File: src/rtl/bht_resolve_queue.sv
// In-order queue of outstanding branch predictions; resolves the oldest entry,
// drives the history-table update port and flushes on mispredict.
// Optional macro BHT_RESQ_STATS_EN adds saturating resolve/mispredict counters.
module bht_resolve_queue #(
    parameter int addr_width = 32,
    parameter int depth      = 4
) (
    input  logic                    CLK,
    input  logic                    RST,
    input  logic                    ENQ_VALID,
    output logic                    ENQ_READY,
    input  logic [addr_width-1:0]   ENQ_PC,
    input  logic [addr_width-1:0]   ENQ_PRED_PC,
    input  logic                    RES_VALID,
    input  logic                    RES_TAKEN,
    input  logic [addr_width-1:0]   RES_NEXT_PC,
    output logic [addr_width-1:0]   UPD_PC,
    output logic                    UPD_TAKE,
    output logic                    UPD_WE,
    output logic                    MISPRED,
    output logic [addr_width-1:0]   REDIRECT_PC,
    output logic                    ERR,
`ifdef BHT_RESQ_STATS_EN
    output logic [31:0]             STAT_RESOLVED,
    output logic [31:0]             STAT_MISPRED,
`endif
    output logic [$clog2(depth):0]  COUNT
);
    localparam int PW = $clog2(depth);
    localparam int CW = PW + 1;

    typedef struct packed {
        logic [addr_width-1:0] pc;
        logic [addr_width-1:0] pred_pc;
    } entry_t;

    entry_t          mem [depth];
    logic [PW-1:0]   head, tail;
    logic [CW-1:0]   count_q;
    logic            enq_fire, res_fire, mis;

    assign ENQ_READY = (count_q != CW'(depth));
    assign COUNT     = count_q;
    assign enq_fire  = ENQ_VALID && ENQ_READY;
    assign res_fire  = RES_VALID && (count_q != '0);
    assign mis       = res_fire && (RES_NEXT_PC != mem[head].pred_pc);

    // Storage needs no reset: occupancy is tracked by count_q alone.
    always_ff @(posedge CLK) begin
        if (!RST && enq_fire && !mis)
            mem[tail] <= '{pc: ENQ_PC, pred_pc: ENQ_PRED_PC};
    end

    always_ff @(posedge CLK) begin
        if (RST) begin
            head        <= '0;
            tail        <= '0;
            count_q     <= '0;
            UPD_PC      <= '0;
            UPD_TAKE    <= 1'b0;
            UPD_WE      <= 1'b0;
            MISPRED     <= 1'b0;
            REDIRECT_PC <= '0;
            ERR         <= 1'b0;
        end else begin
            UPD_WE  <= res_fire;
            MISPRED <= mis;
            if (res_fire) begin
                UPD_PC   <= mem[head].pc;
                UPD_TAKE <= RES_TAKEN;
            end
            if (mis)
                REDIRECT_PC <= RES_NEXT_PC;
            if (RES_VALID && count_q == '0)
                ERR <= 1'b1;
            // A mispredict redirects fetch, so a same-cycle enqueue is dropped.
            if (mis) begin
                head    <= '0;
                tail    <= '0;
                count_q <= '0;
            end else begin
                if (enq_fire)
                    tail <= tail + PW'(1);
                if (res_fire)
                    head <= head + PW'(1);
                count_q <= count_q + CW'(enq_fire) - CW'(res_fire);
            end
        end
    end

`ifdef BHT_RESQ_STATS_EN
    always_ff @(posedge CLK) begin
        if (RST) begin
            STAT_RESOLVED <= '0;
            STAT_MISPRED  <= '0;
        end else begin
            if (res_fire && STAT_RESOLVED != '1)
                STAT_RESOLVED <= STAT_RESOLVED + 32'd1;
            if (mis && STAT_MISPRED != '1)
                STAT_MISPRED <= STAT_MISPRED + 32'd1;
        end
    end
`endif

endmodule
File: config.mk
export PLATFORM = sky130hd
export DESIGN_NAME = bht_resolve_queue
export DESIGN_NICKNAME = d
export VERILOG_FILES = /design/src/rtl/bht_resolve_queue.sv
export SDC_FILE = /design/constraint.sdc
export NUM_CORES = 1
export LEC_CHECK = 0
export CAP_MARGIN = 0
export CORE_ASPECT_RATIO = 0.6
export CORE_MARGIN = 4
export CORE_UTILIZATION = 53
export DETAILED_ROUTE_END_ITERATION = 16
export HOLD_SLACK_MARGIN = 0.02
export PLACE_DENSITY = 0.87
export SYNTH_ARGS = -nofsm -noshare
export SYNTH_HDL_FRONTEND = slang
export SYNTH_SLANG_ARGS = --single-unit
File: constraint.sdc
create_clock -name CLK -period 30 [get_ports CLK]
set_clock_uncertainty 0.1 [all_clocks]
set_input_delay 6 -clock CLK [delete_from_list [all_inputs] [get_ports CLK]]
set_output_delay 6 -clock CLK [all_outputs]
set_load 0.01 [all_outputs]
* After elaboration in Yosys (flattened, before gate mapping)
Memories as Yosys holds them, arrays and structs flattened. A register that Yosys moved wholly into a read port is not among the register bits. Cells that the tools add are included.
Operators by class: $add $sub $neg 4, equality and inequality tests 2, mux-type cells 4, reduce and logical (&&, ||, !) cells 11
Operators with widths (number):
- inequality test 32 bit | 1
- logical AND 1 bit | 6
- adder 2 x 1 -> 2 bit (second input constant) | 2
- 2-to-1 mux 2 bit | 2
- adder 3 x 1 -> 3 bit | 1
- logical NOT 3 bit | 1
- inequality test 3 bit (second input constant) | 1
- nonzero test 3 bit | 1
- subtractor 3 x 1 -> 3 bit | 1
- logical NOT 1 bit | 2
- 2-to-1 mux 1 bit | 2
- OR reduction 2 bit | 1
Word-level totals: register bits 75, RAM bits 256, input bits 101, output and inout bits 72, memories kept 1
Memories:
- mem | words 4, bits a word 64, rd ports 1, clocked after Yosys merged registers in 1, write ports 1, RTL line 37 | entry_t mem [depth];

* Depth between registers and ports, before layout
Gate-level depths: netlist of the first run.
word-level depth 7, mapped depth 12, depth with buffers taken out 11

* Least setup slack after synthesis of the first run
No wires, ideal clock.
kind in2reg, start point input RES_NEXT_PC[19], end point memory mem[1][0] (netlist bit) (enable), library setup time 667 ps, data arrival time 13522 ps, path slack 15711 ps, stages on the path 7, path buffers 1, cells stage by stage inv_1 xnor2_1 nor4_1 nand4_1 o21a_1 buf_6 nor4b_1
On the way: longest elaborated chain between the ends 6
RTL lines:
- start: declaration | RTL line 16 | input logic [addr_width-1:0] RES_NEXT_PC,
- inequality test 32 bit | RTL line 46 | assign mis = res_fire && (RES_NEXT_PC != mem[head].pred_pc);
- logical AND 1 bit | RTL line 46
- logical NOT 1 bit | RTL line 50 | if (!RST && enq_fire && !mis)
- logical AND 1 bit | RTL line 50
- 2-to-1 mux 1 bit | RTL line 50
- 2-to-1 mux 1 bit (not written as such) | RTL line 51 | mem[tail] <= '{pc: ENQ_PC, pred_pc: ENQ_PRED_PC};
- end: declaration | RTL line 37
No other way between the ends.

* Worst setup path in the final report of the first run
start point input RES_NEXT_PC[5], end point memory mem[1][31] (netlist bit) (enable)
The elaborated chain is that of the path after synthesis.

==> results by group, run 1 <==
Logic synthesis
  • Yosys top cell by area: edfxtp_1
  • Most common cell in the synthesized netlist: edfxtp_1
  • Synth cell types: 30
  • Post-synth EDFFs: 256
  • Post-synth top area share: 0.6117
  • Synth Cell Area: 12570 um^2
  • Synth warn: 0
  • Number of synthesized register bits: 333
  • Post-Syn Nets: 824
  • Asr flop ratio synth: 0
  • Post-Syn Instances: 716
  • Top cells by area, synth: edfxtp_1 (61%), dfxtp_1 (12%), mux4_2 (9.3%)
  • Most used DFF post-synth: edfxtp_1
  • Post-synthesis sequential area ratio: 0.7344
  • Post-synthesis area per instance: 17.55 um^2
  • Top cells by instance count after synthesis: edfxtp_1 (256), dfxtp_1 (77), inv_1 (71), nand2_1 (68), mux4_2 (52)

STA
  • Part of the cycle the worst path needs: 0.3099
  • WHS: 0.3547 ns
  • Fmax: 107.6 MHz
  • Slew HR: 0.3168
  • Setup TNS Final: 0 ns
  • RSZ-0062 raised after global routing: no
  • Setup Viol. Count Final: 0
  • Least-Margin Pin Slew: 1.025 ns
  • Tmin final: 9.297 ns
  • Slew Viols, Final: 0
  • Final Hold Viols: 0

Worst hold path
  • Type of the worst min-delay path: reg2reg
  • WHS Endpoint: UPD_PC[28]$_SDFFE_PP0P_
  • Worst Hold Path Cells: 2
  • HP Start: UPD_PC[28]$_SDFFE_PP0P_

Critical path
  • CP peak stage delay: 0.74 ns
  • Crit start category: input pin
  • Crit-path cells: clkdlybuf4s50_1 -> inv_1 -> xnor2_1 -> nor4_1 -> nand4_1 -> o21a_2 -> nor4b_2 -> buf_4
  • CP bufs+invs: 3
  • Setup CP Type: in2reg
  • Req. time, crit path: 30.07 ns
  • Crit path arrival time: 9.37 ns
  • Worst R2R Path Depth: 8
  • Max FO, Critical Path: 44
  • Cell count along the critical path: 8
  • Crit end category: flop
  • Reg2reg setup slack: 24.88 ns
  • Worst flop-to-flop path endpoint: mem[1][31]$_DFFE_PP_
  • CP top delay family: simple AND/OR/NAND/NOR gates
  • Slowest-stage cell, CP: nor4_1

Clock tree
  • H-tree depth: 1
  • Clock slew at reported path FFs: 0.06 ns
  • Hold bufs inserted after CTS: 0
  • Setup bufs post-CTS: 0
  • Clock sink total: 333
  • Root Buffer: clkbuf_16
  • Clock insertion delay at the later pin of the skew report: 0.54 ns
  • CTS Buf Count: 29
  • Deepest clock path buffer count: 3
  • CTS resizes: 0
  • TritonCTS clock tree: done

Route
  • DR vias: 6858
  • 1st-iter DRT viols: 696
  • Drt wl/cell: 22.16 um
  • Vias per cell: 5.576
  • Detailed-route wire length: 27260 um
  • DRT antenna net count: 0
  • DRC violations left: 0
  • Drt pass-1 iters: 5

Finish
  • Layout cells sized above 1: 0.1281
  • Area Growth Syn to Fin: 23.31%
  • Fillers: 1472
  • Final core utilization: 0.6683
  • Final net count: 999

Die
  • Die height: 127.3 um
  • Die area: 26320 um^2
  • Core Box Area: 23190 um^2
  • # IOs: 173
  • Starting Density: 0.5420
  • Site Rows: 43
  • Die Span X: 206.8 um

Global routing
  • Number of global-route vias before repair: 6904
  • Antenna violations before repair: 7
  • First-pass GRT wire length: 41210 um
  • Largest net degree at the start of global routing: 80
  • Total Routing Usage GR: 0.2061
  • Total grt overflow: 0

Placed design
  • Routability cong.: 0.7398
  • Hpwl dp: 16990 um
  • Port Buf Inserts: 172

Outcome
  • Status: finished clean

Flow run
  • Max cap viols: 0

Power
  • Design Power: 1.219 mW
  • Leak: 5.032 nW
  • Power density cells: 78.66 nW/um^2
  • Worst ir drop on vdd: 42.98 uV
[layout make-up]
type,instances,area (um^2),share of cell area
Clock inverter,10,127.6,0.008236
Timing Repair Buffer,182,1794,0.1158
Sequential cell,333,9236,0.5960
Clock buffer,43,808.3,0.05216
Multi-Input combinational cell,273,2860,0.1846
Inverter,72,270.3,0.01744
Tap cell,315,394.1,0.02543
Antenna cell,2,5.005,0.0003230
[cells by family (layout without fill, tap and decap cells)]
logic type | count (synthesis) | in the layout | share of synthesized area
fa+ha+maj | 7 | 7 | 0.007567
other cells | 0 | 2 | 0
buf+inv | 110 | 307 | 0.04062
mux | 65 | 65 | 0.1191
flops | 333 | 333 | 0.7344
simple gates | 96 | 96 | 0.03395
compound gates | 68 | 68 | 0.03863
xor+xnor | 37 | 37 | 0.02579
[sequential cells by signal, indices dropped and copies added, names as in the netlist, named ones only]
register / flops
COUNT: 3
ERR: 1
MISPRED: 1
REDIRECT_PC: 32
UPD_PC: 32
UPD_TAKE: 1
UPD_WE: 1
head: 2
mem: 256
tail: 2
[per-stage QoR]
| stage | cell area (um^2) | std cells | worst slack, ns |
|---|---|---|---|
| 2_1_floorplan | 12570 | 716 | 15.71 |
| 3_3_place_gp | 14560 | 1175 | 20.44 |
| 6_report | 15500 | 1230 | 20.70 |
| 5_1_grt | 15490 | 1229 | 20.49 |
| 4_1_cts | 15490 | 1228 | 20.76 |
| 3_5_place_dp | 14560 | 1175 | 20.36 |
[cells in the final DEF, fill, tap and decap left out, types with 7 or more instances in the layout]
| cell | count |
|---|---|
| inv_1 | 71 |
| mux4_1 | 12 |
| clkbuf_16 | 29 |
| nand2_1 | 68 |
| clkbuf_1 | 11 |
| dfxtp_1 | 75 |
| clkdlybuf4s50_1 | 171 |
| buf_4 | 11 |
| edfxtp_1 | 256 |
| mux4_2 | 52 |
| nor4_1 | 8 |
| xnor2_1 | 36 |
| o32ai_1 | 29 |
| nor3_1 | 7 |
| a21oi_1 | 34 |
[worst reg2reg max path: stages (launching register included)]
cell and delay (ns):
dfxtp_4 0.71, buf_4 0.69, mux4_2 0.64, xnor2_1 0.20, nor4_1 0.47, nand4_1 0.26
o21a_2 0.60, nor4b_2 0.44, buf_4 0.61
[worst max path at each step]
stage                                      end            start
after CTS                 mem[1][31]$_DFFE_PP_   RES_NEXT_PC[5]
after detailed placement   mem[1][4]$_DFFE_PP_  RES_NEXT_PC[16]
after global routing      mem[1][31]$_DFFE_PP_   RES_NEXT_PC[5]
after floorplan            mem[1][0]$_DFFE_PP_  RES_NEXT_PC[19]
final                     mem[1][31]$_DFFE_PP_   RES_NEXT_PC[5]
after global placement    mem[1][17]$_DFFE_PP_        RES_VALID
[routing by layer]
layer | track usage | wire length, um
met2 | 0.3095 | 12580
met3 | 0.05835 | 2506
met4 | 0.04893 | 580
met5 | 0 | 89
met1 | 0.3059 | 11510
[power breakdown]
group / internal (mW) / total (mW) / switching [mW]
Combinational: 0.139 / 0.271 / 0.132
Sequential: 0.548 / 0.580 / 0.0323
Clock: 0.212 / 0.367 / 0.155
Total: 0.899 / 1.22 / 0.319
Note: power is estimated with default switching activity, not from simulation.
==> run 2: changes to the inputs <==
clock period = 9.2 ns   (was 30 ns; I/O delays follow)
==> run 2 against run 1 <==
Register-to-register slack got worse by 22 ns. Critical path depth did not move. Global-route usage rose by 2.7 points. Count of clock-buffer cells in the layout fell by 9. Final cell count rose by 0.24%. Hold slack improved by 0.0054 ns. Critical endpoint is now mem[0][58]$_DFFE_PP_. Largest cell class unchanged.
==> results by group, run 2 (same netlist as run 1, synthesis figures left out) <==
Outcome
  • Status: finished clean

Worst hold path
  • HP Start: UPD_PC[21]$_SDFFE_PP0P_
  • Type of the worst min-delay path: reg2reg

Clock tree
  • Setup bufs post-CTS: 0
  • H-tree depth: 1
  • Root Buffer: clkbuf_16
  • Clock sink total: 333
  • Hold bufs inserted after CTS: 0
  • CTS resizes: 0
  • Clock slew at reported path FFs: 0.07 ns
  • CTS Buf Count: 30
  • Deepest clock path buffer count: 3
  • Clock insertion delay at the later pin of the skew report: 0.55 ns
  • TritonCTS clock tree: done

Finish
  • Commonest non-fill, non-tap cell in the layout: edfxtp_1
  • Max FFs per register: 256
  • Cell area after layout: 15680 um^2
  • Fillers: 1418
  • Final net count: 999
  • Area Growth Syn to Fin: 24.73%
  • Most flop-heavy register: mem
  • Layout cells sized above 1: 0.1366
  • Most frequent cells in the layout: edfxtp_1 (256), clkdlybuf4s50_1 (171), dfxtp_1 (75)
  • Final core utilization: 0.6760
  • Top flop regs: mem x256, REDIRECT_PC x32, UPD_PC x32
  • FF+latch area: 9236 um^2
  • Multi-input combinational cell area: 2895 um^2
  • Fin cells: 1233

Power
  • Power density cells: 266.9 nW/um^2
  • Leak: 5.110 nW
  • Design Power: 4.184 mW
  • Worst ir drop on vdd: 216.4 uV

Global routing
  • Largest net degree at the start of global routing: 80
  • Antenna violations before repair: 6
  • Total Routing Usage GR: 0.2331
  • Number of global-route vias before repair: 7554
  • First-pass GRT wire length: 46150 um
  • Total grt overflow: 0

Critical path
  • Worst flop-to-flop path endpoint: mem[0][58]$_DFFE_PP_
  • Crit start category: flop
  • Worst R2R Path Depth: 8
  • CP bufs+invs: 2
  • Setup CP Type: reg2reg
  • CP peak stage delay: 1.03 ns
  • Crit end category: flop
  • Crit path arrival time: 6.16 ns
  • Slowest-stage cell, CP: nor4b_4
  • Crit-path cells: buf_4 -> mux4_1 -> xnor2_1 -> nor4_1 -> nand4_1 -> o21a_2 -> nor4b_4 -> buf_4
  • Cell count along the critical path: 8
  • Reg2reg setup slack: 3.11 ns
  • Top cell by count, worst path: buf_4
  • Req. time, crit path: 9.27 ns
  • Worst setup path end: mem[0][58]$_DFFE_PP_
  • CP top delay family: simple AND/OR/NAND/NOR gates
  • Max FO, Critical Path: 50

Placed design
  • DP Worst Slack: 2.843 ns
  • Cell Area, Placed: 14580 um^2
  • Hpwl dp: 18930 um
  • Port Buf Inserts: 172
  • Routability cong.: 0.7673
  • Inst Count DP: 1174

Route
  • Drt pass-1 iters: 5
  • 1st-iter DRT viols: 652
  • DR vias: 7178
  • Detailed-route wire length: 30880 um
  • DRT antenna net count: 0
  • Drt wl/cell: 25.04 um
  • DRC violations left: 0
  • Vias per cell: 5.822

STA
  • Setup Viol. Count Final: 0
  • WHS: 0.3601 ns
  • Setup TNS Final: 0 ns
  • Fmax: 164.1 MHz
  • Least-Margin Pin Slew: 1.199 ns
  • Final setup margin: 3.106 ns
  • Part of the cycle the worst path needs: 0.6624
  • Final Hold Viols: 0
  • Tmin final: 6.094 ns
  • Slew HR: 0.2004
  • RSZ-0062 raised after global routing: no
  • Slew Viols, Final: 0

Die
  • Die area: 26320 um^2
  • Die Span X: 206.8 um
  • Die height: 127.3 um
  • Core Box Area: 23190 um^2
  • Site Rows: 43
  • Starting Density: 0.5420
  • # IOs: 173

Flow run
  • Max cap viols: 0
[run 2: worst min path at each step]
stage | end | slack, ns | cells after the start
global placement | UPD_PC[25]$_SDFFE_PP0P_ | 0.34 | 2
floorplan | UPD_PC[0]$_SDFFE_PP0P_ | 0.38 | 2
detailed placement | UPD_PC[17]$_SDFFE_PP0P_ | 0.35 | 2
CTS | UPD_PC[17]$_SDFFE_PP0P_ | 0.36 | 2
finish | UPD_PC[21]$_SDFFE_PP0P_ | 0.36 | 2
global route | UPD_PC[17]$_SDFFE_PP0P_ | 0.38 | 2
[run 2: area by class of cell]
type	count	area share
antenna	3	0.0004789
clock buffer	34	0.05212
clock inverter	22	0.01708
inverter	72	0.01724
multi-input combinational	273	0.1847
sequential	333	0.5892
tap	315	0.02514
timing repair buffer	181	0.1140
[run 2: routing by layer]
metal  vias up  GRT usage  share of wire
li1       3070          -              -
met1      3603     0.3297           0.40
met2       410     0.3534           0.46
met3        89    0.06646          0.095
met4         6    0.08272          0.039
met5         -          0         0.0013
[run 2: worst register-to-register path, cell delays in order, from the launching register on]
cell     delay, ns
dfxtp_4       0.88
buf_4         0.58
mux4_1        0.72
xnor2_1       0.18
nor4_1        0.52
nand4_1       0.23
o21a_2        0.66
nor4b_4       1.05
buf_4         0.77
[run 2: power by group]
| group | switching [mW] | leakage, nW | internal [mW] |
|---|---|---|---|
| registers | 0.128 | 2.95 | 1.79 |
| clock network | 0.545 | 0.532 | 0.806 |
| logic | 0.457 | 1.63 | 0.459 |
==> run 3: changes to the inputs <==
CORE_UTILIZATION = 49   (was 53)
PLACE_DENSITY = 0.84   (was 0.87)
clock period = 5.44 ns   (was 9.2 ns; I/O delays follow)
==> run 3 against run 2 <==
Sequential power up 66%. Final cell count rose by 1.4%. Sequential cell count is the same. Power increased by 68%. Highest routed layer unchanged. Sequential share of layout area decreased by 0.27 points. Largest power group unchanged.
==> results by group, run 3 (same netlist as run 1, synthesis figures left out) <==
Finish
  • Max FFs per register: 256
  • Diode count: 0
  • Most frequent cells in the layout: edfxtp_1 (256), clkdlybuf4s50_1 (171), dfxtp_1 (75)
  • Most flop-heavy register: mem
  • Layout cells sized above 1: 0.1412
  • Top flop regs: mem x256, REDIRECT_PC x32, UPD_PC x32
  • Final net count: 1005
  • Area Growth Syn to Fin: 25.31%
  • Commonest non-fill, non-tap cell in the layout: edfxtp_1

Clock tree
  • H-tree depth: 1
  • Clock insertion delay at the later pin of the skew report: 0.56 ns
  • Hold bufs inserted after CTS: 0
  • Deepest clock path buffer count: 3
  • Clock sink total: 333
  • TritonCTS clock tree: done
  • Root Buffer: clkbuf_16
  • Setup bufs post-CTS: 0
  • CTS Buf Count: 30
  • Clock slew at reported path FFs: 0.06 ns
  • CTS resizes: 0

Outcome
  • Status: finished clean

Placed design
  • DP Worst Slack: 0.6538 ns
  • Routability cong.: 0.8031
  • Port Buf Inserts: 172
  • Hpwl dp: 18090 um

Global routing
  • Number of global-route vias before repair: 6796
  • Total grt overflow: 0
  • First-pass GRT wire length: 41450 um
  • Antenna violations before repair: 3
  • Total Routing Usage GR: 0.1893
  • Largest net degree at the start of global routing: 80

Die
  • Starting Density: 0.4971
  • Die height: 132.1 um
  • Die area: 28360 um^2
  • Site Rows: 45
  • Core Box Area: 25280 um^2
  • # IOs: 173
  • Die Span X: 214.8 um

STA
  • RSZ-0062 raised after global routing: no
  • Slew HR: 0.2523
  • Part of the cycle the worst path needs: 0.8550
  • Slew Viols, Final: 0
  • Least-Margin Pin Slew: 1.122 ns
  • Setup Viol. Count Final: 0
  • Tmin final: 4.651 ns
  • Final setup margin: 0.7890 ns
  • Setup TNS Final: 0 ns
  • Fmax: 215.0 MHz
  • Final Hold Viols: 0
  • WHS: 0.3540 ns

Critical path
  • Cell count along the critical path: 8
  • Setup CP Type: reg2reg
  • Max FO, Critical Path: 44
  • Worst R2R Path Depth: 8
  • Slowest-stage cell, CP: nor4_1
  • Crit end category: flop
  • Crit start category: flop
  • Crit path arrival time: 4.74 ns
  • CP bufs+invs: 2
  • CP top delay family: simple AND/OR/NAND/NOR gates
  • Top cell by count, worst path: buf_4
  • CP peak stage delay: 0.76 ns
  • Req. time, crit path: 5.53 ns
  • Crit-path cells: buf_4 -> mux4_2 -> xnor2_1 -> nor4_1 -> nand4_1 -> o21a_2 -> nor4b_4 -> buf_4

Flow run
  • Max cap viols: 0

Route
  • DRT antenna net count: 0
  • 1st-iter DRT viols: 639
  • Vias per cell: 5.454
  • DRC violations left: 0
  • DR vias: 6818
  • Detailed-route wire length: 27390 um
  • Drt pass-1 iters: 5
  • Drt wl/cell: 21.91 um

Worst hold path
  • Type of the worst min-delay path: reg2reg
  • Worst Hold Path Cells: 2

Power
  • Power density cells: 447.1 nW/um^2
  • Leak: 5.131 nW
  • Worst ir drop on vdd: 229.3 uV
-- run 3: cell types whose count changed in the layout (fill, tap and decap cells not counted), moves of 2 or more --
| cell | change |
|---|---|
| buf_4 | +5 |
| clkbuf_1 | +6 |
| clkinv_2 | -2 |
| clkinvlp_4 | +2 |
| diode_2 | -3 |
| clkinv_1 | -5 |
-- run 3: final cells by class --
type                            instances  area, um^2
Fill cell                            1744        9533
Sequential cell                       333        9236
Multi-Input combinational cell        273        2895
Timing Repair Buffer                  187        1844
Clock buffer                           38       800.8
Tap cell                              329       411.6
Clock inverter                         18       289.0
Inverter                               72       270.3
-- run 3: metrics by stage --
step	cell area, um^2	util	instances	power, mW
floorplan	12590	-	716	4.204
global placement	14660	0.5798	1194	4.784
detailed placement	14660	0.5798	1194	4.821
CTS	15750	0.6229	1250	7.107
global route	15750	0.6229	1250	7.338
finish	15750	0.6229	1250	7.041
-- run 3: metal layers --
metal | vias to the layer above | global-route usage | part of all wire
li1 | 3080 | - | -
met1 | 3439 | 0.2890 | 0.45
met2 | 254 | 0.2856 | 0.46
met3 | 39 | 0.04606 | 0.073
met4 | 6 | 0.02987 | 0.015
met5 | - | 0 | 0.0015
-- run 3: final timing paths --
path | start | endpoint | slack, ns
worst max-delay path | flop | mem[3][38]$_DFFE_PP_ | 0.79
worst min-delay path | UPD_PC[4]$_SDFFE_PP0P_ | UPD_PC[4]$_SDFFE_PP0P_ | 0.35
worst max register to register | flop | mem[3][38]$_DFFE_PP_ | 0.79
worst min register to register | UPD_PC[4]$_SDFFE_PP0P_ | UPD_PC[4]$_SDFFE_PP0P_ | 0.35
-- run 3: worst register-to-register path: stages (launching register included) --
cell     delay, ns
dfxtp_4       0.60
buf_4         0.32
mux4_2        0.55
xnor2_1       0.14
nor4_1        0.76
nand4_1       0.25
o21a_2        0.63
nor4b_4       0.41
buf_4         0.50
-- run 3: where the power goes --
group | internal [mW] | switching [mW] | leakage, nW | total, mW
clock | 1.38 | 0.909 | 0.519 | 2.29
combinational | 0.795 | 0.776 | 1.66 | 1.57
sequential | 3.02 | 0.160 | 2.95 | 3.18
